$ cat config.mk
export PLATFORM = sky130hd
export DESIGN_NAME = trig_counter_param
export DESIGN_NICKNAME = d
export VERILOG_FILES = /design/src/rtl/trig_counter_param.sv
export SDC_FILE = /design/constraint.sdc
export NUM_CORES = 1
export LEC_CHECK = 0
export BUFFER_PORTS_ARGS = -buffer_cell sky130_fd_sc_hd__buf_4
export CELL_PAD_IN_SITES_DETAIL_PLACEMENT = 0
export CELL_PAD_IN_SITES_GLOBAL_PLACEMENT = 1
export CORE_ASPECT_RATIO = 1.25
export CORE_MARGIN = 2
export CORE_UTILIZATION = 25
export CTS_CLUSTER_DIAMETER = 80
export DETAILED_ROUTE_END_ITERATION = 7
export GPL_TIMING_DRIVEN = 0
export MAX_ROUTING_LAYER = met4
export PLACE_DENSITY_LB_ADDON = 0.3
export REMOVE_ABC_BUFFERS = 1
export SLEW_MARGIN = 40
export SYNTH_ARGS = -nofsm -noshare
export SYNTH_HDL_FRONTEND = slang
export SYNTH_SLANG_ARGS = --single-unit
$ cat constraint.sdc
create_clock -name clk -period 2 [get_ports clk]
set_input_delay 0.5 -clock clk [delete_from_list [all_inputs] [get_ports clk]]
set_output_delay 0.5 -clock clk [all_outputs]
set_load 0.1 [all_outputs]
$ cat src/rtl/trig_counter_param.sv
// ---------------------------------------------------------------------------
// trig_counter_param
//
// Generic trigger-driven event counter. Counts trigger events (level or
// rising-edge qualified) up or down over the range 0..MAX_VAL, wrapping or
// saturating at the limits. Supports synchronous clear and load. All outputs
// are registered, so there is no combinational path from any input to any
// output.
//
// Parameters:
//   WIDTH     counter width in bits (2..32)
//   MAX_VAL   highest count value, must fit in WIDTH bits
//   EDGE_MODE 0: count every clock trig is high; 1: count trig 0->1 only
//   SATURATE  0: wrap at the range limits; 1: hold at the range limits
//
// Ports:
//   clk       system clock, rising edge
//   rst       asynchronous, active-high reset
//   trig      count request
//   dir       1 = count up, 0 = count down (sampled with the event)
//   load      synchronous load strobe
//   load_val  value to load, clamped to MAX_VAL
//   clr       synchronous clear of count and ovf
//   out       registered binary count
//   gray_out  registered Gray code of the count, aligned with out
//   tc        one-cycle pulse on a wrap or saturation hit
//   ovf       sticky flag, set on any wrap or saturation hit
//
// Handshake: there is no valid/ready pairing; every input is sampled on each
// rising clk edge and its effect is visible on the outputs one cycle later.
// Priority on a given edge is clr > load > count event > hold.
// ---------------------------------------------------------------------------
module trig_counter_param #(
    parameter int unsigned     WIDTH     = 4,
    parameter longint unsigned MAX_VAL   = (64'd1 << WIDTH) - 64'd1,
    parameter int unsigned     EDGE_MODE = 0,
    parameter int unsigned     SATURATE  = 0
) (
    input  logic             clk,
    input  logic             rst,
    input  logic             trig,
    input  logic             dir,
    input  logic             load,
    input  logic [WIDTH-1:0] load_val,
    input  logic             clr,
    output logic [WIDTH-1:0] out,
    output logic [WIDTH-1:0] gray_out,
    output logic             tc,
    output logic             ovf
);

    localparam logic [WIDTH-1:0] LIMIT = MAX_VAL[WIDTH-1:0];

    logic             trig_d;
    logic             ev;
    logic [WIDTH-1:0] load_clamped;
    logic [WIDTH-1:0] next_out;
    logic [WIDTH-1:0] next_gray;
    logic             next_tc;
    logic             next_ovf;

    // In edge mode a held-high trig yields exactly one event; trig_d is
    // tracked every cycle regardless of clr/load so an edge coinciding with
    // a load is consumed (dropped) rather than deferred.
    assign ev = (EDGE_MODE != 0) ? (trig & ~trig_d) : trig;

    assign load_clamped = (load_val > LIMIT) ? LIMIT : load_val;

    always_comb begin
        next_out = out;
        next_tc  = 1'b0;
        next_ovf = ovf;
        if (clr) begin
            next_out = '0;
            next_ovf = 1'b0;
        end else if (load) begin
            next_out = load_clamped;
        end else if (ev) begin
            if (dir) begin
                if (out == LIMIT) begin
                    next_out = (SATURATE != 0) ? LIMIT : '0;
                    next_tc  = 1'b1;
                    next_ovf = 1'b1;
                end else begin
                    next_out = out + 1'b1;
                end
            end else begin
                if (out == '0) begin
                    next_out = (SATURATE != 0) ? '0 : LIMIT;
                    next_tc  = 1'b1;
                    next_ovf = 1'b1;
                end else begin
                    next_out = out - 1'b1;
                end
            end
        end
        // Gray is derived from the next count so it lands on the same edge
        // as out, with no skew between the two.
        next_gray = next_out ^ (next_out >> 1);
    end

    always_ff @(posedge clk or posedge rst) begin
        if (rst) begin
            out      <= '0;
            gray_out <= '0;
            tc       <= 1'b0;
            ovf      <= 1'b0;
            trig_d   <= 1'b0;
        end else begin
            out      <= next_out;
            gray_out <= next_gray;
            tc       <= next_tc;
            ovf      <= next_ovf;
            trig_d   <= trig;
        end
    end

endmodule

== After elaboration in Yosys (flattened, before gate mapping) ==
Cells that the tools add are included.

* Logic and storage cells: 34
* Register bits after elaboration: 10
* Output and inout port bits: 10
* Input port bits: 10

* Equality and inequality tests: 3
* Bitwise logic cells: 1
* $lt $le $gt $ge: 1
* Add/sub/neg operators: 2
* Reductions and logical operators: 4
* Muxes and demuxes: 19

{| class="wikitable"
|+ Operators by type and width
! operator !! count
|-
| $mux W4 || 7
|-
| $mux W1 || 12
|-
| $add A4 B1 Y4 const B || 1
|-
| $eq A4 B4 Y1 const B || 1
|-
| $gt A4 B4 Y1 const B || 1
|-
| $logic_not A4 Y1 || 1
|-
| $reduce_and A4 Y1 || 1
|-
| $sub A4 B1 Y4 const B || 1
|-
| $xor A4 B3 Y4 || 1
|-
| $ne A3 B1 Y1 const B || 1
|-
| $reduce_bool A3 Y1 || 1
|-
| $ne A2 B1 Y1 const B || 1
|-
| $reduce_bool A2 Y1 || 1
|}

== Depth between registers and ports, before layout ==
Gate-level depths: netlist of run 1.

* Word-level depth: 7
* Mapped depth: 7
* Mapped depth without buffers: 7

== Worst setup path after synthesis of run 1 ==
OpenSTA, ideal clock, no wires.

* Kind: register -> register
* Start point: register out[0]
* End point: register gray_out[2]
* Arrival: 2.197 ns
* Setup slack: -0.330 ns
* Required time: 1.867 ns
* Stages on the path, launching flop included: 8
* Library setup time: 0.133 ns
* Clock period less this slack: 2.330 ns
* Buffers on the path: 0
* Cell sequence: dfrtp_1 -> inv_1 -> ha_1 -> nor2_1 -> a2111oi_0 -> o31ai_1 -> nor2_1 -> xor2_1

* Word-level cells in the longest chain between the ends: 7
* Elaborated cells on any way between the ends: 11
* Those cells by class: 2 x add/sub; 1 x eq/ne; 6 x mux; 1 x bitwise; 1 x reduce/logical

{| class="wikitable"
|+ RTL lines
! element !! RTL line !! source
|-
| start, declared || 46 || <nowiki>output logic [WIDTH-1:0] out,</nowiki>
|-
| start signal, assigned || 110 || <nowiki>out <= next_out;</nowiki>
|-
| $sub A4 B1 Y4, or another cell as far along || 93 || <nowiki>next_out = out - 1'b1;</nowiki>
|-
| $mux W4, on equally long branches || 88, 80 ||
|-
| $mux W4 * || 79 || <nowiki>if (dir) begin</nowiki>
|-
| $mux W4 * || 78 || <nowiki>end else if (ev) begin</nowiki>
|-
| $mux W4 * || 76 || <nowiki>end else if (load) begin</nowiki>
|-
| $mux W4 * || 73 || <nowiki>if (clr) begin</nowiki>
|-
| named net next_out[2] || 57 || <nowiki>logic [WIDTH-1:0] next_out;</nowiki>
|-
| $xor A4 B3 Y4 * || 99 || <nowiki>next_gray = next_out ^ (next_out >> 1);</nowiki>
|-
| named net next_gray[2] || 58 || <nowiki>logic [WIDTH-1:0] next_gray;</nowiki>
|-
| end signal, assigned || 111 || <nowiki>gray_out <= next_gray;</nowiki>
|-
| end, declared || 47 || <nowiki>output logic [WIDTH-1:0] gray_out,</nowiki>
|}

Mark *: on every way through the listed nets, which the timed path passes. The rest lies on a longest branch.
A chain may end at the register's enable or synchronous reset.

== Worst setup path in the final report of run 1 ==
* Start point: register out[0]
* End point: register gray_out[2]

* Word-level cells in the longest chain between the ends: 7
* Elaborated cells on any way between the ends: 11
* Those cells by class: 2 x add/sub; 1 x eq/ne; 6 x mux; 1 x bitwise; 1 x reduce/logical

{| class="wikitable"
|+ RTL lines
! element !! RTL line
|-
| $sub A4 B1 Y4, or another cell as far along || 93
|-
| $mux W4, on equally long branches || 88, 80
|-
| $mux W4 * || 79
|-
| $mux W4 * || 78
|-
| $mux W4 * || 76
|-
| $mux W4 * || 73
|-
| $xor A4 B3 Y4 * || 99
|-
| named net next_gray[2] || 58
|}

Marked as above.

==> summary.txt, run 1 <==
Detailed routing
  • Drc violations: 0
  • Total vias in the final route: 446
  • Detailed Route Iter0 Violations: 8
  • Detailed Route WL: 1180 um
  • Vias per std cell: roughly 4.2
  • Routed wire length per instance: 11.1 um
  • Number of detailed-routing iterations run before antenna repair: 3
  • Number of routed nets with antenna violations: 0

Setup path
  • Nature of the critical path endpoint: flop
  • Crit path max fanout: 7
  • Worst setup path category: flop to flop
  • Cells on worst reg2reg path: 7
  • R2r startpoint: out[0]
  • Crit path launch: out[0]
  • Startpoint type of the worst setup path: flop
  • Worst setup path endpoint: gray_out[2]
  • Required time reported for the critical path endpoint: 2.18 ns
  • Reg-to-Reg End: gray_out[2]
  • Flop-to-flop setup slack: 0.13 ns
  • Arr. time, crit path: 2.05 ns

GRT
  • GRT Residual Overflow: 0
  • Via count of the first global-routing pass: roughly 460
  • First-pass GRT wire length: 1950 um
  • Initial antenna violation count: 0
  • Largest net degree at the start of global routing: 10
  • Global router's overall resource usage: 10.5%

Layout
  • Core Util, Final: 35.0%
  • Share of post-route cells with drive strength above 1: around 36%
  • Diodes inserted: 0
  • Area growth from synthesis to layout: 34.7%
  • Post-layout net count: 90

Floorplan
  • IO Pins: 20
  • Die area: 0.00265 sq mm
  • Placeable Area: 0.00216 sq mm
  • Initial core utilization: 26.0%
  • Die Width: 46.4 um
  • Std cell rows: 19
  • Height of the die: 57.1 um

Clock tree
  • TritonCTS clock tree: done
  • Hold_buf cts: 0
  • Root Driver: sky130_fd_sc_hd__clkbuf_4
  • Clock network latency to the later pin of the worst-skew pair: 0.25 ns
  • H-Tree Depth: 1
  • Clk sinks: 9
  • Clock Pin Slew Worst Setup and Hold Paths: approximately 0.06 ns
  • Total clock buffers created by CTS: 3
  • Largest buffer count on any clock path: 2

Timing
  • Share of the clock period used by the worst path: 93.4%
  • Clk_skew: 0.00418 ns
  • Max-slew violation count: 0
  • Minimum setup slack in the final design: 0.133 ns
  • Worst-margin pin slew: 0.420 ns
  • Peak clock frequency supported by timing: roughly 540 MHz
  • Total Negative Setup Slacks: 0 ns
  • Hold Fails Final Rpt: 0
  • Worst slew margin relative to its limit: 71.8%
  • Final setup violation count: 0
  • Min Tclk post-route: 1.87 ns
  • Unrepaired setup endpoints after global routing: false

Yosys
  • Leading cell type by number of instances after synthesis: sky130_fd_sc_hd__dfrtp_1
  • Fraction of registers with async set or reset after synthesis: 100%
  • Number of synthesized flops with an enable pin: 0
  • Primary FF master, synth: sky130_fd_sc_hd__dfrtp_1
  • Syn avg cell area: 10.1 sq um
  • Unique masters post-synth: 27
  • Leading cell types by count after synthesis: sky130_fd_sc_hd__dfrtp_1 (9), sky130_fd_sc_hd__inv_1 (6), sky130_fd_sc_hd__nor2_1 (6)
  • Gate count of the mapped netlist: 56
  • Area share of the leading cell type in the synthesized netlist: ~40%
  • Cell types with the largest area share after synthesis: sky130_fd_sc_hd__dfrtp_1 (40%), sky130_fd_sc_hd__ha_1 (6.7%), sky130_fd_sc_hd__mux2i_1 (5.3%), sky130_fd_sc_hd__a221oi_4 (4.7%), sky130_fd_sc_hd__xnor2_1 (4.7%)
  • Area of the mapped netlist: about 560 sq um
  • Synthesis warning total: 0
  • #FFs+latches synth: 9
  • Portion of the post-synthesis area used by sequential elements: 40.0%
  • Synth area leader: sky130_fd_sc_hd__dfrtp_1

Status
  • Outcome: finished, final reports clean

Hold path
  • Worst hold-check path type: input pin to async pin

Power
  • Power density over the cells: 833 mW/mm^2
  • Tot Pwr: roughly 630 uW
  • Worst vdd rail ir drop: 0.351 mV
  • Pleak: 0.000380 uW

Placed design
  • Post-detailed-placement half-perimeter wirelength: 930 um
  • Worst setup slack after placement: around 0.12 ns
  • Final weighted congestion in routability-driven placement: 0.703
  • # port buffers: 19

Run
  • Max cap viols: 0
[worst max-delay path, cell delays in order (launching register included)]
cell and delay, ns:
sky130_fd_sc_hd__dfrtp_2 0.47, sky130_fd_sc_hd__inv_1 0.10, sky130_fd_sc_hd__ha_1 0.15, sky130_fd_sc_hd__nand2b_1 0.07
sky130_fd_sc_hd__o21ba_2 0.21, sky130_fd_sc_hd__a221o_1 0.35, sky130_fd_sc_hd__a221oi_4 0.29, sky130_fd_sc_hd__xor2_1 0.16
[per-stage QoR]
stage                     hold slack, ns  cells  cell area, sq um
final                              0.201    107               758
after CTS                          0.212    107               754
after detailed placement           0.483    103               728
after floorplan                    0.328     53               547
after global placement             0.465    103               728
after global routing               0.213    107               758
[cell usage in the layout, fill, tap and decap left out, drive strengths merged]
cell type   n
clkbuf      4
o21a        1
a21o        1
ha          3
buf        19
inv         6
xor2        3
dfrtp       9
nor3        2
a221o       1
o22ai       1
a2111oi     1
o21ba       1
a21oi       3
nand3       1
xnor2       3
o31ai       1
nand2       1
nand2b      2
nor2b       1
a211o       1
and3        1
nor2        6
a221oi      1
mux2i       3
[worst min path at each step]
stage	from	to	slack [ns]	cells after the start
floorplan	rst	gray_out[0]	0.33	1
global placement	ovf	ovf	0.46	1
detailed placement	ovf	ovf	0.48	1
CTS	rst	tc	0.21	2
global route	rst	gray_out[2]	0.21	2
finish	rst	gray_out[2]	0.20	2
[area by class of cell]
type,instances,area [sq um]
Fill cell,233,1410
Sequential cell,9,228
Inverter,6,22.5
Tap cell,31,38.8
Timing Repair Buffer,19,143
Clock buffer,4,26.3
Multi-Input combinational cell,38,300
[sequential cells by signal, summed over array words and instances (netlist names)]
register  flops
gray_out      4
out           3
ovf           1
tc            1
[where the power goes]
group | internal (uW) | switching (uW) | leakage, uW
registers | 200 | 18.3 | 0.000114
clock network | 76.6 | 58.9 | 0.0000150
logic | 75.1 | 202 | 0.000251
[layer usage]
metal | vias to the layer above | track usage (%) | wire, um
li1 | 229 | - | -
met4 | 0 | 4.90 | 0
met3 | 0 | 1.90 | 41
met2 | 8 | 17.1 | 649
met1 | 209 | 12.0 | 493
met5 | - | - | 0
[what timing repair did]
action	4_1_cts	5_1_grt
endpoints found under the hold margin	0	0
resized for setup	0	3
setup endpoints to repair	0	1
setup buffers	0	0
[kinds of logic after synthesis]
kind of cell,Yosys count,synth area share (%)
buffers and inverters,9,6.89
muxes,3,5.33
adders and majority gates,3,6.67
AOI/OAI and AO/OA,12,19.1
xor gates and xnor gates,6,9.34
and+or+nand+nor,14,12.7
DFF,9,40.0
No activity file was read; power rests on OpenSTA's default activity.
==> run 2: changes to the inputs <==
--- a/config.mk
+++ b/config.mk
@@ -9,7 +9,7 @@
 export CELL_PAD_IN_SITES_DETAIL_PLACEMENT = 0
 export CELL_PAD_IN_SITES_GLOBAL_PLACEMENT = 1
 export CORE_ASPECT_RATIO = 1.25
-export CORE_MARGIN = 2
+export CORE_MARGIN = 1
 export CORE_UTILIZATION = 25
 export CTS_CLUSTER_DIAMETER = 80
 export DETAILED_ROUTE_END_ITERATION = 7
==> summary.txt, run 2 (same netlist as run 1, synthesis figures left out) <==
Status
  • Outcome: finished, final reports clean (unchanged)

Power
  • Worst vdd rail ir drop: 0.574 mV (was 0.351 mV)
  • Switching portion of total power: 44.3% (about the same)
  • Internal portion of total power: 352 uW (about the same)
  • Pleak: 0.000380 uW (about the same)
  • Power density over the cells: 836 mW/mm^2 (was 833 mW/mm^2)
  • P_sw: 280 uW (about the same)
  • Tot Pwr: 632 uW (about the same)
  • Combinational Power Share: 43.8% (was 43.9%)
  • Seq pwr share: 34.5% (was 34.6%)
  • Clock network fraction of design power: 21.7% (was 21.5%)

Placed design
  • # port buffers: 19 (unchanged)
  • Final weighted congestion in routability-driven placement: 0.775 (was 0.703)
  • Post-detailed-placement half-perimeter wirelength: 923 um (was 930 um)
  • Worst setup slack after placement: 0.0880 ns (was 0.118 ns)

Run
  • Max cap viols: 0 (unchanged)

Timing
  • Minimum setup slack in the final design: 0.134 ns (was 0.133 ns)
  • Share of the clock period used by the worst path: 93.3% (was 93.4%)
  • Final setup violation count: 0 (unchanged)
  • Total Negative Setup Slacks: 0 ns (unchanged)
  • Worst-margin pin slew: 0.397 ns (was 0.420 ns)
  • Worst slew margin relative to its limit: 72.9% (was 71.8%)
  • Min Tclk post-route: 1.87 ns (about the same)
  • Unrepaired setup endpoints after global routing: false (unchanged)
  • Peak clock frequency supported by timing: 536 MHz (was 535 MHz)
  • Max-slew violation count: 0 (unchanged)
  • Clk_skew: 0.00480 ns (was 0.00418 ns)
  • Hold Fails Final Rpt: 0 (unchanged)

Layout
  • Flip-flop count of the largest register, all copies and words added: 4 (unchanged)
  • Diodes inserted: 0 (unchanged)
  • Share of post-route cells with drive strength above 1: 35.5% (unchanged)
  • Register Area: 228 sq um (unchanged)
  • Fillcell total: 223 (was 233)
  • Area growth from synthesis to layout: 34.2% (was 34.7%)
  • Register with the most flip-flops: gray_out (unchanged)
  • Largest registers ranked by flip-flop count: gray_out (4), out (3) (unchanged)
  • Post-layout net count: 90 (unchanged)
  • Multi-input combinational cell area: 299 sq um (was 300 sq um)
  • Most frequent standard cell in the layout excluding fill and tap cells: sky130_fd_sc_hd__buf_4 (unchanged)
  • Commonest cells after routing, fill and taps aside: sky130_fd_sc_hd__buf_4 (19), sky130_fd_sc_hd__dfrtp_1 (7), sky130_fd_sc_hd__inv_1 (6), sky130_fd_sc_hd__nor2_1 (6) (unchanged)

Clock tree
  • Largest buffer count on any clock path: 2 (unchanged)
  • TritonCTS clock tree: done (unchanged)
  • Root Driver: sky130_fd_sc_hd__clkbuf_4 (unchanged)
  • Clock Pin Slew Worst Setup and Hold Paths: 0.06 ns (about the same)
  • Setup bufs post-CTS: 0 (unchanged)
  • Clock network latency to the later pin of the worst-skew pair: 0.26 ns (was 0.25 ns)
  • Clk sinks: 9 (unchanged)
  • H-Tree Depth: 1 (unchanged)
  • Total clock buffers created by CTS: 3 (unchanged)

Floorplan
  • Std cell rows: 18 (was 19)
  • Initial core utilization: 27.5% (was 26.0%)
  • Height of the die: 55.1 um (was 57.1 um)
  • Placeable Area: 0.00205 sq mm (was 0.00216 sq mm)
  • IO Pins: 20 (unchanged)
  • Die area: 0.00245 sq mm (was 0.00265 sq mm)
  • Die Width: 44.4 um (was 46.4 um)

Detailed routing
  • Routed wire length per instance: 10.9 um (was 11.1 um)
  • Drc violations: 0 (unchanged)
  • Detailed Route Iter0 Violations: 4 (was 8)
  • Number of routed nets with antenna violations: 0 (unchanged)
  • Number of detailed-routing iterations run before antenna repair: 3 (unchanged)
  • Detailed Route WL: 1160 um (was 1180 um)
  • Total vias in the final route: 464 (was 446)
  • Vias per std cell: 4.38 (was 4.17)

Setup path
  • Worst setup path category: flop to flop (unchanged)
  • R2r startpoint: out[1] (was out[0])
  • Reg-to-Reg End: gray_out[2] (unchanged)
  • Crit path max fanout: 6 (was 7)
  • Required time reported for the critical path endpoint: 2.19 ns (was 2.18 ns)
  • Cells on worst reg2reg path: 7 (unchanged)
  • Flop-to-flop setup slack: 0.13 ns (about the same)
  • Nature of the critical path endpoint: flop (unchanged)
  • Startpoint type of the worst setup path: flop (unchanged)
  • Arr. time, crit path: 2.05 ns (about the same)

GRT
  • Global router's overall resource usage: 11.6% (was 10.5%)
  • Via count of the first global-routing pass: 432 (was 459)
  • Met1 Resource Use GR: 10.6% (was 12.0%)
  • Largest net degree at the start of global routing: 10 (unchanged)
  • Most crowded layer after global routing: met2 (unchanged)
  • Initial antenna violation count: 0 (unchanged)
  • Global-route met3 utilization: 5.19% (was 1.90%)
  • Global routing met2 resource utilization: 20.3% (was 17.1%)
  • GRT Residual Overflow: 0 (unchanged)
  • First-pass GRT wire length: 1850 um (was 1950 um)

Hold path
  • Worst hold-check path type: input pin to async pin (unchanged)
run 2: metrics by stage:
stage	util, %	instance area [sq um]	hold WS [ns]	std cells
detailed placement	35.5	727	0.471	102
finish	36.9	756	0.195	106
global placement	35.5	727	0.464	102
floorplan	-	547	0.328	53
CTS	36.8	753	0.199	106
global route	36.9	756	0.209	106
run 2: timing repair:
item | CTS | global route
hold buffers | 0 | 0
resized for setup | 0 | 2
endpoints found under the setup margin | 0 | 1
run 2: routing by layer:
layer	routed length (um)	vias up	part of all wire, %
met3	72	4	6.2
met2	614	13	53
met5	0	-	0
li1	-	229	-
met4	19	0	1.6
met1	448	218	39
run 2: worst max-delay path: stages (launching register included):
cell and delay, ns:
sky130_fd_sc_hd__dfrtp_2 0.45, sky130_fd_sc_hd__inv_1 0.11, sky130_fd_sc_hd__ha_1 0.16, sky130_fd_sc_hd__nand2b_1 0.07
sky130_fd_sc_hd__o21ba_2 0.21, sky130_fd_sc_hd__a221o_1 0.35, sky130_fd_sc_hd__a221oi_4 0.30, sky130_fd_sc_hd__xor2_1 0.16
run 2: layout make-up:
class,instances,area share (%)
tap,30,4.97
clock buffer,4,3.48
multi-input combinational,38,39.6
timing repair buffer,19,18.9
sequential,9,30.1
inverter,6,2.98
run 2: power by group through the flow:
stage	registers [uW]	clock network, uW	logic, uW
2_1_floorplan	359	0	70.5
3_3_place_gp	221	0	279
3_5_place_dp	221	0	280
4_1_cts	218	141	280
5_1_grt	221	151	294
6_report	218	137	277
run 2: how the worst max path moves through the flow:
| stage | from | cells past startpoint | slack, ns | endpoint |
|---|---|---|---|---|
| floorplan | gray_out[3] | 5 | -0.67 | gray_out[2] |
| global placement | out[0] | 7 | 0.10 | gray_out[2] |
| detailed placement | out[0] | 7 | 0.09 | gray_out[2] |
| CTS | out[0] | 7 | 0.08 | gray_out[2] |
| global route | out[1] | 7 | 0.008 | gray_out[2] |
| finish | out[1] | 7 | 0.13 | gray_out[2] |
==> run 3: changes to the inputs <==
--- a/config.mk
+++ b/config.mk
@@ -5,12 +5,13 @@
 export SDC_FILE = /design/constraint.sdc
 export NUM_CORES = 1
 export LEC_CHECK = 0
+export ABC_AREA = 1
 export BUFFER_PORTS_ARGS = -buffer_cell sky130_fd_sc_hd__buf_4
 export CELL_PAD_IN_SITES_DETAIL_PLACEMENT = 0
 export CELL_PAD_IN_SITES_GLOBAL_PLACEMENT = 1
 export CORE_ASPECT_RATIO = 1.25
 export CORE_MARGIN = 1
-export CORE_UTILIZATION = 25
+export CORE_UTILIZATION = 32
 export CTS_CLUSTER_DIAMETER = 80
 export DETAILED_ROUTE_END_ITERATION = 7
 export GPL_TIMING_DRIVEN = 0
==> summary.txt, run 3 <==
Status
  • Outcome: finished, final reports clean (unchanged)

Yosys
  • Leading cell types by count after synthesis: sky130_fd_sc_hd__nand2_1 (22), sky130_fd_sc_hd__inv_1 (17), sky130_fd_sc_hd__dfrtp_1 (9) (was sky130_fd_sc_hd__dfrtp_1 (9), sky130_fd_sc_hd__inv_1 (6), sky130_fd_sc_hd__nor2_1 (6))
  • Primary FF master, synth: sky130_fd_sc_hd__dfrtp_1 (unchanged)
  • Synthesis warning total: 0 (unchanged)
  • Syn avg cell area: 7.05 sq um (was 10.1 sq um)
  • Synth area leader: sky130_fd_sc_hd__dfrtp_1 (unchanged)
  • Unique masters post-synth: 14 (was 27)
  • Leading cell type by number of instances after synthesis: sky130_fd_sc_hd__nand2_1 (was sky130_fd_sc_hd__dfrtp_1)
  • Fraction of registers with async set or reset after synthesis: 100% (unchanged)
  • Number of synthesized flops with an enable pin: 0 (unchanged)
  • Area of the mapped netlist: 586 sq um (was 563 sq um)
  • Cell types with the largest area share after synthesis: sky130_fd_sc_hd__dfrtp_1 (38%), sky130_fd_sc_hd__nand2_1 (14%), sky130_fd_sc_hd__inv_1 (11%), sky130_fd_sc_hd__nand3_1 (6.8%), sky130_fd_sc_hd__ha_1 (6.4%) (was sky130_fd_sc_hd__dfrtp_1 (40%), sky130_fd_sc_hd__ha_1 (6.7%), sky130_fd_sc_hd__mux2i_1 (5.3%), sky130_fd_sc_hd__a221oi_4 (4.7%), sky130_fd_sc_hd__xnor2_1 (4.7%))
  • Area share of the leading cell type in the synthesized netlist: 38.5% (was 40.0%)
  • #FFs+latches synth: 9 (unchanged)
  • Gate count of the mapped netlist: 83 (was 56)
  • Portion of the post-synthesis area used by sequential elements: 38.5% (was 40.0%)

Detailed routing
  • Number of routed nets with antenna violations: 0 (unchanged)
  • Drc violations: 0 (unchanged)
  • Routed wire length per instance: 10.5 um (was 10.9 um)
  • Total vias in the final route: 556 (was 464)
  • Detailed Route Iter0 Violations: 9 (was 4)
  • Number of detailed-routing iterations run before antenna repair: 4 (was 3)
  • Vias per std cell: 4.52 (was 4.38)
  • Detailed Route WL: 1290 um (was 1160 um)

Timing
  • Worst-margin pin slew: 0.346 ns (was 0.397 ns)
  • Worst slew margin relative to its limit: 76.7% (was 72.9%)
  • Hold Fails Final Rpt: 0 (unchanged)
  • Clk_skew: 0.00728 ns (was 0.00480 ns)
  • Final setup violation count: 0 (unchanged)
  • Peak clock frequency supported by timing: 596 MHz (was 536 MHz)
  • Max-slew violation count: 0 (unchanged)
  • Unrepaired setup endpoints after global routing: false (unchanged)
  • Min Tclk post-route: 1.68 ns (was 1.87 ns)
  • Share of the clock period used by the worst path: 83.9% (was 93.3%)

Floorplan
  • Initial core utilization: 35.7% (was 27.5%)
  • Height of the die: 49.8 um (was 55.1 um)
  • Std cell rows: 16 (was 18)
  • Die area: 0.00201 sq mm (was 0.00245 sq mm)
  • IO Pins: 20 (unchanged)
  • Die Width: 40.3 um (was 44.4 um)
  • Placeable Area: 0.00164 sq mm (was 0.00205 sq mm)

Placed design
  • Cell total after placement: 119 (was 102)
  • Final weighted congestion in routability-driven placement: 0.777 (was 0.775)
  • Post-DP Area: 743 sq um (was 727 sq um)
  • # port buffers: 19 (unchanged)
  • Post-detailed-placement half-perimeter wirelength: 1010 um (was 923 um)

Clock tree
  • Hold_buf cts: 0 (unchanged)
  • Clk sinks: 9 (unchanged)
  • Total clock buffers created by CTS: 3 (unchanged)
  • Root Driver: sky130_fd_sc_hd__clkbuf_4 (unchanged)
  • Clock Pin Slew Worst Setup and Hold Paths: 0.06 ns (about the same)
  • H-Tree Depth: 1 (unchanged)
  • Largest buffer count on any clock path: 2 (unchanged)
  • Number of resized instances in the post-cts repair step: 0 (unchanged)
  • Setup bufs post-CTS: 0 (unchanged)
  • Clock network latency to the later pin of the worst-skew pair: 0.26 ns (about the same)
  • TritonCTS clock tree: done (unchanged)

Layout
  • Core Util, Final: 46.9% (was 36.9%)
  • Diodes inserted: 0 (unchanged)
  • Share of post-route cells with drive strength above 1: 23.8% (was 35.5%)
  • Register with the most flip-flops: gray_out (unchanged)
  • Commonest cells after routing, fill and taps aside: sky130_fd_sc_hd__nand2_1 (22), sky130_fd_sc_hd__buf_4 (19), sky130_fd_sc_hd__inv_1 (17), sky130_fd_sc_hd__dfrtp_1 (9) (was sky130_fd_sc_hd__buf_4 (19), sky130_fd_sc_hd__dfrtp_1 (7), sky130_fd_sc_hd__inv_1 (6), sky130_fd_sc_hd__nor2_1 (6))
  • Largest registers ranked by flip-flop count: gray_out (4), out (3) (unchanged)
  • Flip-flop count of the largest register, all copies and words added: 4 (unchanged)
  • Post-layout net count: 119 (was 90)
  • Most frequent standard cell in the layout excluding fill and tap cells: sky130_fd_sc_hd__nand2_1 (was sky130_fd_sc_hd__buf_4)
  • Finished Cell Area: 769 sq um (was 756 sq um)
  • Finished Layout Cells: 123 (was 106)
  • Area growth from synthesis to layout: 31.4% (was 34.2%)

Setup path
  • Crit path launch: out[0] (was out[1])
  • Flop-to-flop setup slack: 0.32 ns (was 0.13 ns)
  • Crit path max fanout: 5 (was 6)
  • R2r startpoint: out[0] (was out[1])
  • Worst setup path category: flop to flop (unchanged)
  • Arr. time, crit path: 1.81 ns (was 2.05 ns)
  • Nature of the critical path endpoint: flop (unchanged)
  • Cells on worst reg2reg path: 6 (was 7)
  • Required time reported for the critical path endpoint: 2.13 ns (was 2.19 ns)
  • Worst setup path endpoint: gray_out[1] (was gray_out[2])
  • Startpoint type of the worst setup path: flop (unchanged)
  • Reg-to-Reg End: gray_out[1] (was gray_out[2])

Hold path
  • Worst hold-check path type: input pin to async pin (unchanged)

GRT
  • GRT Residual Overflow: 0 (unchanged)
  • Initial antenna violation count: 0 (unchanged)
  • Largest net degree at the start of global routing: 10 (unchanged)
  • First-pass GRT wire length: 2000 um (was 1850 um)
  • Via count of the first global-routing pass: 515 (was 432)
  • Global router's overall resource usage: 15.1% (was 11.6%)

Power
  • Tot Pwr: 627 uW (was 632 uW)
  • Worst vdd rail ir drop: 0.444 mV (was 0.574 mV)
  • Pleak: 0.000473 uW (was 0.000380 uW)
  • Power density over the cells: 814 mW/mm^2 (was 836 mW/mm^2)

Run
  • Max cap viols: 0 (unchanged)
run 3: cell families after synthesis:
| kind of cell | count (synthesis) | synth area share (%) |
|---|---|---|
| buffers and inverters | 18 | 12.2 |
| adders and majority gates | 3 | 6.41 |
| AOI/OAI and AO/OA | 7 | 5.98 |
| xor gates and xnor gates | 4 | 5.98 |
| and+or+nand+nor | 42 | 31.0 |
| DFF | 9 | 38.5 |
run 3: final cells by class:
type                            instances  area (sq um)
Timing Repair Buffer                   19           143
Fill cell                             180           872
Tap cell                               18          22.5
Sequential cell                         9           225
Clock buffer                            4          26.3
Inverter                               17          63.8
Multi-Input combinational cell         56           289
run 3: layer usage:
layer,up-vias,global-route usage (%),wire length (um)
met5,-,-,0
met4,0,8.33,0
met3,0,1.35,71
met2,20,23.7,657
met1,243,18.4,559
li1,293,-,-
run 3: worst max-delay path: stages, from the launching register on:
cell and delay, ns:
sky130_fd_sc_hd__dfrtp_1 0.43, sky130_fd_sc_hd__inv_1 0.12, sky130_fd_sc_hd__ha_1 0.31, sky130_fd_sc_hd__xor2_1 0.17, sky130_fd_sc_hd__o21ai_0 0.19, sky130_fd_sc_hd__nand3_2 0.15
sky130_fd_sc_hd__xor2_1 0.19
run 3: through the flow:
step / worst slack, ns / hold WS (ns) / setup TNS [ns]
after global routing: 0.220 / 0.217 / 0
after detailed placement: 0.356 / 0.477 / 0
after CTS: 0.322 / 0.202 / 0
final: 0.321 / 0.198 / 0
after floorplan: -0.320 / 0.328 / -2.03
after global placement: 0.351 / 0.466 / 0
run 3: worst min-delay path by stage:
stage,startpoint,end,slack (ns)
floorplan,rst,gray_out[0],0.33
global placement,rst,tc,0.47
detailed placement,rst,gray_out[0],0.48
CTS,rst,out[0],0.20
global route,rst,out[0],0.22
finish,rst,out[0],0.20
run 3: power breakdown:
group	internal [uW]	switching (uW)
registers	199	16.3
clock network	76.6	59.0
logic	66.4	209
total	342	284
